==> src/rtl/fpu_dispatch.sv <==
// Dispatches F-type instructions: retires sign-inject/move ops directly and
// hands every other op to one of NUNIT FPU units, waiting for its result.
module fpu_dispatch #(
    parameter int NUNIT = 4,
    parameter int TMO_W = 8,
    localparam int UW = (NUNIT > 1) ? $clog2(NUNIT) : 1
) (
    input  logic             clk,
    input  logic             rstn,
    input  logic             indecode,
    input  logic [6:0]       op,
    input  logic [6:0]       funct7,
    input  logic [UW-1:0]    unit_sel,
    input  logic             fregwb,
    input  logic [NUNIT-1:0] fpu_valid,
    input  logic             flush,
    input  logic             err_clr,
    output logic             fregwrite_f,
    output logic             regwrite_f,
    output logic [1:0]       fregsrc_f,
    output logic [2:0]       regsrc_f,
    output logic             flpt_done,
    output logic [NUNIT-1:0] fpu_go,
    output logic             busy,
    output logic             tmo_err,
    output logic [3:0]       o_dbg_state
);

    localparam logic [6:0] OP_FTYPE = 7'b1010011;
    localparam logic [6:0] F7_SGNJN = 7'b0010000;
    localparam logic [6:0] F7_MVXW  = 7'b1110000;
    localparam logic [6:0] F7_MVWX  = 7'b1111000;

    // Last WAIT cycle: the counter reaches TMO_MAX on this edge.
    localparam logic [TMO_W-1:0] CNT_LAST = {{(TMO_W-1){1'b1}}, 1'b0};
    localparam logic [UW:0]      NUNIT_L  = NUNIT[UW:0];

    typedef enum logic [3:0] {
        IDLE    = 4'd0,
        SGNJ_EX = 4'd1,
        MVXW_EX = 4'd2,
        MVWX_EX = 4'd3,
        GO      = 4'd4,
        WAIT    = 4'd5,
        IREG_WB = 4'd6,
        FREG_WB = 4'd7,
        TMO     = 4'd8
    } state_t;

    state_t             r_state;
    state_t             w_next;
    logic [UW-1:0]      r_unit;
    logic               r_wb;
    logic [TMO_W-1:0]   r_cnt;
    logic               r_tmo_err;
    logic               w_ok;
    logic               w_unit_ok;
    logic [NUNIT-1:0]   w_onehot;
    logic               w_valid;

    assign w_ok      = indecode && (op == OP_FTYPE);
    assign w_unit_ok = ({1'b0, r_unit} < NUNIT_L);

    // An out-of-range latched unit yields an all-zero one-hot.
    always_comb begin
        w_onehot = '0;
        for (int i = 0; i < NUNIT; i++) begin
            w_onehot[i] = (r_unit == UW'(i));
        end
    end

    assign w_valid = |(fpu_valid & w_onehot);

    always_ff @(posedge clk or negedge rstn) begin
        if (!rstn) begin
            r_state <= IDLE;
        end else begin
            r_state <= w_next;
        end
    end

    always_comb begin
        w_next = r_state;
        case (r_state)
            IDLE: begin
                if (w_ok) begin
                    case (funct7)
                        F7_SGNJN: w_next = SGNJ_EX;
                        F7_MVXW:  w_next = MVXW_EX;
                        F7_MVWX:  w_next = MVWX_EX;
                        default:  w_next = GO;
                    endcase
                end
            end
            GO: begin
                if (flush)           w_next = IDLE;
                else if (!w_unit_ok) w_next = TMO;
                else                 w_next = WAIT;
            end
            WAIT: begin
                if (flush)                  w_next = IDLE;
                else if (w_valid)           w_next = r_wb ? IREG_WB : FREG_WB;
                else if (r_cnt == CNT_LAST) w_next = TMO;
                else                        w_next = WAIT;
            end
            default: w_next = IDLE;
        endcase
    end

    always_ff @(posedge clk or negedge rstn) begin
        if (!rstn) begin
            r_unit    <= '0;
            r_wb      <= 1'b0;
            r_cnt     <= '0;
            r_tmo_err <= 1'b0;
        end else begin
            if (r_state == IDLE && w_next == GO) begin
                r_unit <= unit_sel;
                r_wb   <= fregwb;
            end
            if (r_state == GO) begin
                r_cnt <= '0;
            end else if (r_state == WAIT) begin
                r_cnt <= r_cnt + 1'b1;
            end
            if (w_next == TMO) begin
                r_tmo_err <= 1'b1;
            end else if (err_clr) begin
                r_tmo_err <= 1'b0;
            end
        end
    end

    always_comb begin
        fregwrite_f = 1'b0;
        regwrite_f  = 1'b0;
        fregsrc_f   = 2'b00;
        regsrc_f    = 3'b000;
        flpt_done   = 1'b0;
        fpu_go      = '0;
        case (r_state)
            SGNJ_EX: begin
                fregwrite_f = 1'b1;
                fregsrc_f   = 2'b01;
                flpt_done   = 1'b1;
            end
            MVXW_EX: begin
                regwrite_f = 1'b1;
                regsrc_f   = 3'b101;
                flpt_done  = 1'b1;
            end
            MVWX_EX: begin
                fregwrite_f = 1'b1;
                fregsrc_f   = 2'b10;
                flpt_done   = 1'b1;
            end
            GO: fpu_go = w_onehot;
            IREG_WB: begin
                regwrite_f = 1'b1;
                regsrc_f   = 3'b110;
                flpt_done  = 1'b1;
            end
            FREG_WB: begin
                fregwrite_f = 1'b1;
                fregsrc_f   = 2'b11;
                flpt_done   = 1'b1;
            end
            TMO: flpt_done = 1'b1;
            default: ;
        endcase
    end

    assign busy        = (r_state != IDLE);
    assign tmo_err     = r_tmo_err;
    assign o_dbg_state = r_state;

endmodule

==> config.mk <==
export PLATFORM = sky130hd
export DESIGN_NAME = fpu_dispatch
export DESIGN_NICKNAME = d
export VERILOG_FILES = /design/src/rtl/fpu_dispatch.sv
export SDC_FILE = /design/constraint.sdc
export NUM_CORES = 1
export LEC_CHECK = 0
export ABC_AREA = 1
export CAP_MARGIN = 20
export CELL_PAD_IN_SITES_DETAIL_PLACEMENT = 1
export CELL_PAD_IN_SITES_GLOBAL_PLACEMENT = 2
export CORE_MARGIN = 1
export CORE_UTILIZATION = 23
export DETAILED_ROUTE_END_ITERATION = 12
export GPL_TIMING_DRIVEN = 0
export HOLD_SLACK_MARGIN = 0.06
export PLACE_DENSITY = 0.9
export SYNTH_ARGS = -nofsm -noshare
export SYNTH_HDL_FRONTEND = slang
export SYNTH_SLANG_ARGS = --single-unit
==> constraint.sdc <==
create_clock -name clk -period 2.3 [get_ports clk]
set_input_delay 0.46 -clock clk [delete_from_list [all_inputs] [get_ports clk]]
set_output_delay 0.46 -clock clk [all_outputs]
set_load 0.05 [all_outputs]
Word level (Yosys, flattened, before mapping)
Cells that the tools add are included.

cells by class
  add/subtract/negate cells = 1
  equal/unequal tests = 18
  multiplexer cells = 18
  bitwise logic cells = 1
  reduce and logical (&&, ||, !) cells = 11

operator list
  kind                   count
  $eq A7 B7 Y1 const B   3
  $eq A4 B3 Y1 const B   5
  $mux W4                5
  $mux W8                2
  $pmux W4 S3            1
  $pmux W3 S3            1
  $add A8 B1 Y8 const B  1
  $eq A4 B2 Y1 const B   2
  $eq A4 B4 Y1 const B   2
  $eq A8 B8 Y1 const B   1
  $eq A7 B5 Y1 const B   1
  $mux W1                6
  $pmux W2 S3            1
  $pmux W3 S2            1
  $reduce_or A6 Y1       1
  $and A4 B4 Y4          1
  $eq A2 B2 Y1 const B   2
  $eq A4 B1 Y1 const B   1
  $logic_not A4 Y1       1
  $reduce_bool A2 Y1     2
  $reduce_bool A4 Y1     1
  $reduce_or A4 Y1       1
  $mux W3                1
  $reduce_or A3 Y1       1
  other kinds (4)        5

word-level totals
  register bits after elaboration = 16
  output and inout port bits = 18
  word-level logic and storage cells = 54

Logic depth before layout (Yosys ltp)
Gate-level depths: netlist of the first run.

  depth in word-level cells = 8
  depth in mapped cells = 9

Least setup slack after synthesis of the first run
No wires, ideal clock.

  path type = reg2out
  from = register r_state[1], in the netlist o_dbg_state[1]
  to = output regsrc_f[0]
  arrival time = 2.918 ns
  required time = 1.840 ns
  path slack = -1.078 ns
  stages on the path, launching flop included = 5
  buffers on the path = 0
  cells stage by stage = dfrtp_1 inv_1 nor3_1 inv_1 nor2_1

between the ends
  longest elaborated chain between the ends = 2

RTL lines
  what                                                 RTL line  text
  start, declared                                      50        state_t r_state;
  start signal, assigned                               78        r_state <= w_next;
  $eq A4 B3 Y1 / $eq A4 B2 Y1 (equally long branches)  141       case (r_state)
  $pmux W3 S2 (*)                                      141
  end, declared                                        21        output logic [2:0] regsrc_f,

Every way passes the cells marked *; elsewhere a longest branch is shown, timed or not.

Worst setup path after layout of the first run
  from = register r_state[0], in the netlist o_dbg_state[0]
  to = output fregsrc_f[0]

between the ends
  longest elaborated chain between the ends = 2

RTL lines
  what                                  RTL line  text
  $eq A4 B3 Y1 (tied with other cells)  141
  $pmux W2 S3 (*)                       141
  end, declared                         20        output logic [1:0] fregsrc_f,

Marks and branches as above.

==> results of run 1 <==
cells in the final DEF (no fill, tap or decap), drive strengths merged:
| master | n |
|---|---|
| o22ai | 1 |
| nand3b | 1 |
| a31oi | 1 |
| nor3 | 9 |
| nor2 | 21 |
| nand2 | 45 |
| inv | 31 |
| clkbuf | 7 |
| dlygate4sd2 | 6 |
| a32o | 1 |
| nand4 | 5 |
| buf | 5 |
| ha | 2 |
| nand3 | 17 |
| clkdlybuf4s50 | 30 |
| a21oi | 4 |
| and3 | 1 |
| dfrtp | 16 |
| o21ai | 5 |
critical path: stages (launching register included):
cell and delay, ns:
dfrtp_1 0.54, and3_2 0.25, a32o_1 0.12, dlygate4sd2_1 0.53
how the worst min path moves through the flow:
stage,startpoint,endpoint,cells after the start
after floorplan,rstn,o_dbg_state[0],0
after global placement,r_wb,r_wb,2
after detailed placement,r_wb,r_wb,2
after CTS,r_wb,r_wb,2
after global routing,r_wb,r_wb,2
final,r_wb,r_wb,2
cells by family after synthesis:
kind of cell             count (synthesis)
AND/OR/NAND/NOR                         99
buffers and inverters                   32
flip-flops                              16
AO/OA/AOI/OAI                           12
adder cells (fa/ha/maj)                  2
power by group through the flow:
| stage | Combinational (W) | Clock [W] | Sequential (W) |
|---|---|---|---|
| 6_report | 0.000712 | 0.000251 | 0.000420 |
| 3_3_place_gp | 0.000746 | 0 | 0.000424 |
| 5_1_grt | 0.000779 | 0.000272 | 0.000429 |
| 3_5_place_dp | 0.000762 | 0 | 0.000423 |
| 4_1_cts | 0.000726 | 0.000258 | 0.000419 |
| 2_1_floorplan | 0.000458 | 0 | 0.000453 |
layout make-up:
cell class	count	area, um^2
Sequential cell	16	400
Multi-Input combinational cell	113	576
Clock buffer	4	55.1
Inverter	31	116
Tap cell	52	65.1
Timing Repair Buffer	43	388
Buffer	1	7.51
Fill cell	557	2840
flip-flops by register name (all words and copies together) (netlist names):
register,cells
o_dbg_state,4
tmo_err,1
r_wb,1
r_cnt,8
r_unit,2
timing repair:
action                                  CTS  global route
endpoints found under the setup margin   13             7
gates resized for setup                  33             7
gates cloned                              0             0
metal layers:
| metal | wire length, um | vias to the layer above | part of all wire |
|---|---|---|---|
| met1 | 1410 | 536 | 0.48 |
| met2 | 1400 | 25 | 0.48 |
| met3 | 94 | 2 | 0.032 |
| met5 | 0 | - | 0 |
| li1 | - | 603 | - |
| met4 | 21 | 0 | 0.0072 |
per-stage QoR:
step           setup WS, ns  instances
5_1_grt              0.0443        260
2_1_floorplan        -0.423        161
4_1_cts              0.0472        260
6_report              0.156        260
3_5_place_dp         -0.191        256
3_3_place_gp         -0.164        256
==> metrics, run 1 <==
switching power share of the total=0.496; global-route wire length before repair=approximately 5200 um; number of max-cap violations=0; worst rel slew slack=0.516; Peak supply drop=around 0.40 mV; clock share of power=0.181; Max Fclk=about 0.47 GHz; met3 global-route usage=0.0114; Mapped Nets=approximately 190; Yosys warning count=0; share of total power in combinational logic=0.515; Mapped Cells=~160; violated checks=DRC; Port Buffers=43; basic-gate share of the synthesized area counting and, or, nand and nor cells=0.427; Cell Area, Placed=1590 um^2; Hold Vio Cnt, Final=0; leakage power=0.829 nW; clock tree from TritonCTS=built; Reg power frac=0.304; number of clock sinks=16; Worst Max-Slew Pin Slew=between 0.7 and 0.8 ns; commonest cells in the synthesized netlist=42 x nand2_1, 28 x inv_1, 16 x dfrtp_1, 16 x nand3_1, 16 x nor2_1; fraction of synthesized cell area in xor and xnor cells=0; post-DR wirelength/cell=roughly 11 um; dominant cell type by area after synthesis=dfrtp_1; cell at the root of the clock tree=clkbuf_8; clock-pin slew on the worst setup and hold paths=0.06 ns; met2 track demand over resource=0.227; number of vias in the routed layout=between 1000 and 1500; worst setup path endpoint=fregsrc_f[0]; number of rows in the core area=24; worst hold slack across all endpoints=0.494 ns; worst reg2reg setup slack=approximately 0.87 ns; combinational family with the most area after synthesis=simple AND/OR/NAND/NOR gates; areal power density over the cells=between 800 and 900 nW/um^2; post-layout minimum cycle time=around 2.1 ns; drt drc=6; Post-DRT Antenna Nets=0; H-tree depth=1; total wire length after detailed routing=just under 3000 um; multiplexer fraction of the synthesized cell area=0; post-route setup TNS=0 ns; final-stage net count=237; antenna diode count=0; start-to-end type of the worst setup path=reg2out; Worst Setup Start Kind=flop; Worst Setup End Kind=primary output; mean cell area of the mapped netlist=just under 7 um^2; DIE AREA=4990 um^2; Post-Syn Area=1080 um^2; fraction of final layout cells sized beyond drive strength 1=0.144; Final Max Slew Viols=0; core outline area=4440 um^2; Reg-to-Reg End=o_dbg_state[0]; adder-cell area share of the yosys netlist=0.0231; antenna violations before repair=0; synthesized flop and latch total=16; worst setup skew after layout=~0.0024 ns; area added between synthesis and finish=48.4%; most frequent cell after synthesis=nand2_1; Util after Layout=0.362; Arrival @ worst endpoint=~1.7 ns; switching component of the power=0.000686 W; placed wire-length estimate=approximately 2500 um; internal power consumption=~0.0007 W; GR met1 Demand/Resource=0.163; via count of the first global-routing pass=about 1200; number of DRC markers after the initial detailed-route iteration=18; iteration count of the initial detailed-routing pass=8; buffer levels on the longest clock path=2; Top Ports=44; final setup violation count=0; depth of the worst register-to-register path=9; most congested layer reported by global routing=met2; worst reg2reg startpoint=r_cnt[0]; Starting Density=0.244; share of synthesized flip-flops with an asynchronous set or reset=1.00; area fraction in compound gates after synthesis=0.0658; proportion of synthesized chip area in sequential cells=0.370; Unique masters post-synth=24; Die Wd=roughly 71 um; result of the run=complete, but fails checks; main flop type after synthesis=dfrtp_1; first element of the critical path=o_dbg_state[0]; Clk Latency, worst-skew pair=0.25 ns; setup repair after global routing missed its margin=no; type of the most critical hold path=reg2reg; number of flops mapped to enable cells by yosys=0; top cells by area in the synthesized netlist=dfrtp_1 37%, nand2_1 15%, inv_1 9.7%; Post-CTS Hold Buffers=0; largest fanout of any net on the critical path=8; CTS Buf Count=3; post-route standard cell area excluding fillers=approximately 1600 um^2; largest net degree at the start of global routing=17; placer congestion estimate=0.757; die height=between 70 and 80 um; post-CTS setup buffer count=0; Synth top area share=0.370; Critical Path RT=between 1.5 and 2 ns; total power draw=between 0.001 and 0.0015 W; total routing usage reported by global routing=0.127; via/cell ratio=roughly 4.5; residual overflow from global routing=0; period utilization=0.932
No activity file was read; power rests on OpenSTA's default activity.
==> inputs of run 2 (changes only) <==
--- a/config.mk
+++ b/config.mk
@@ -15,6 +15,7 @@
 export GPL_TIMING_DRIVEN = 0
 export HOLD_SLACK_MARGIN = 0.06
 export PLACE_DENSITY = 0.9
+export SLEW_MARGIN = 5
 export SYNTH_ARGS = -nofsm -noshare
 export SYNTH_HDL_FRONTEND = slang
 export SYNTH_SLANG_ARGS = --single-unit
==> results of run 2 <==
The final DEF is identical to that of run 1; final timing and power are the same.
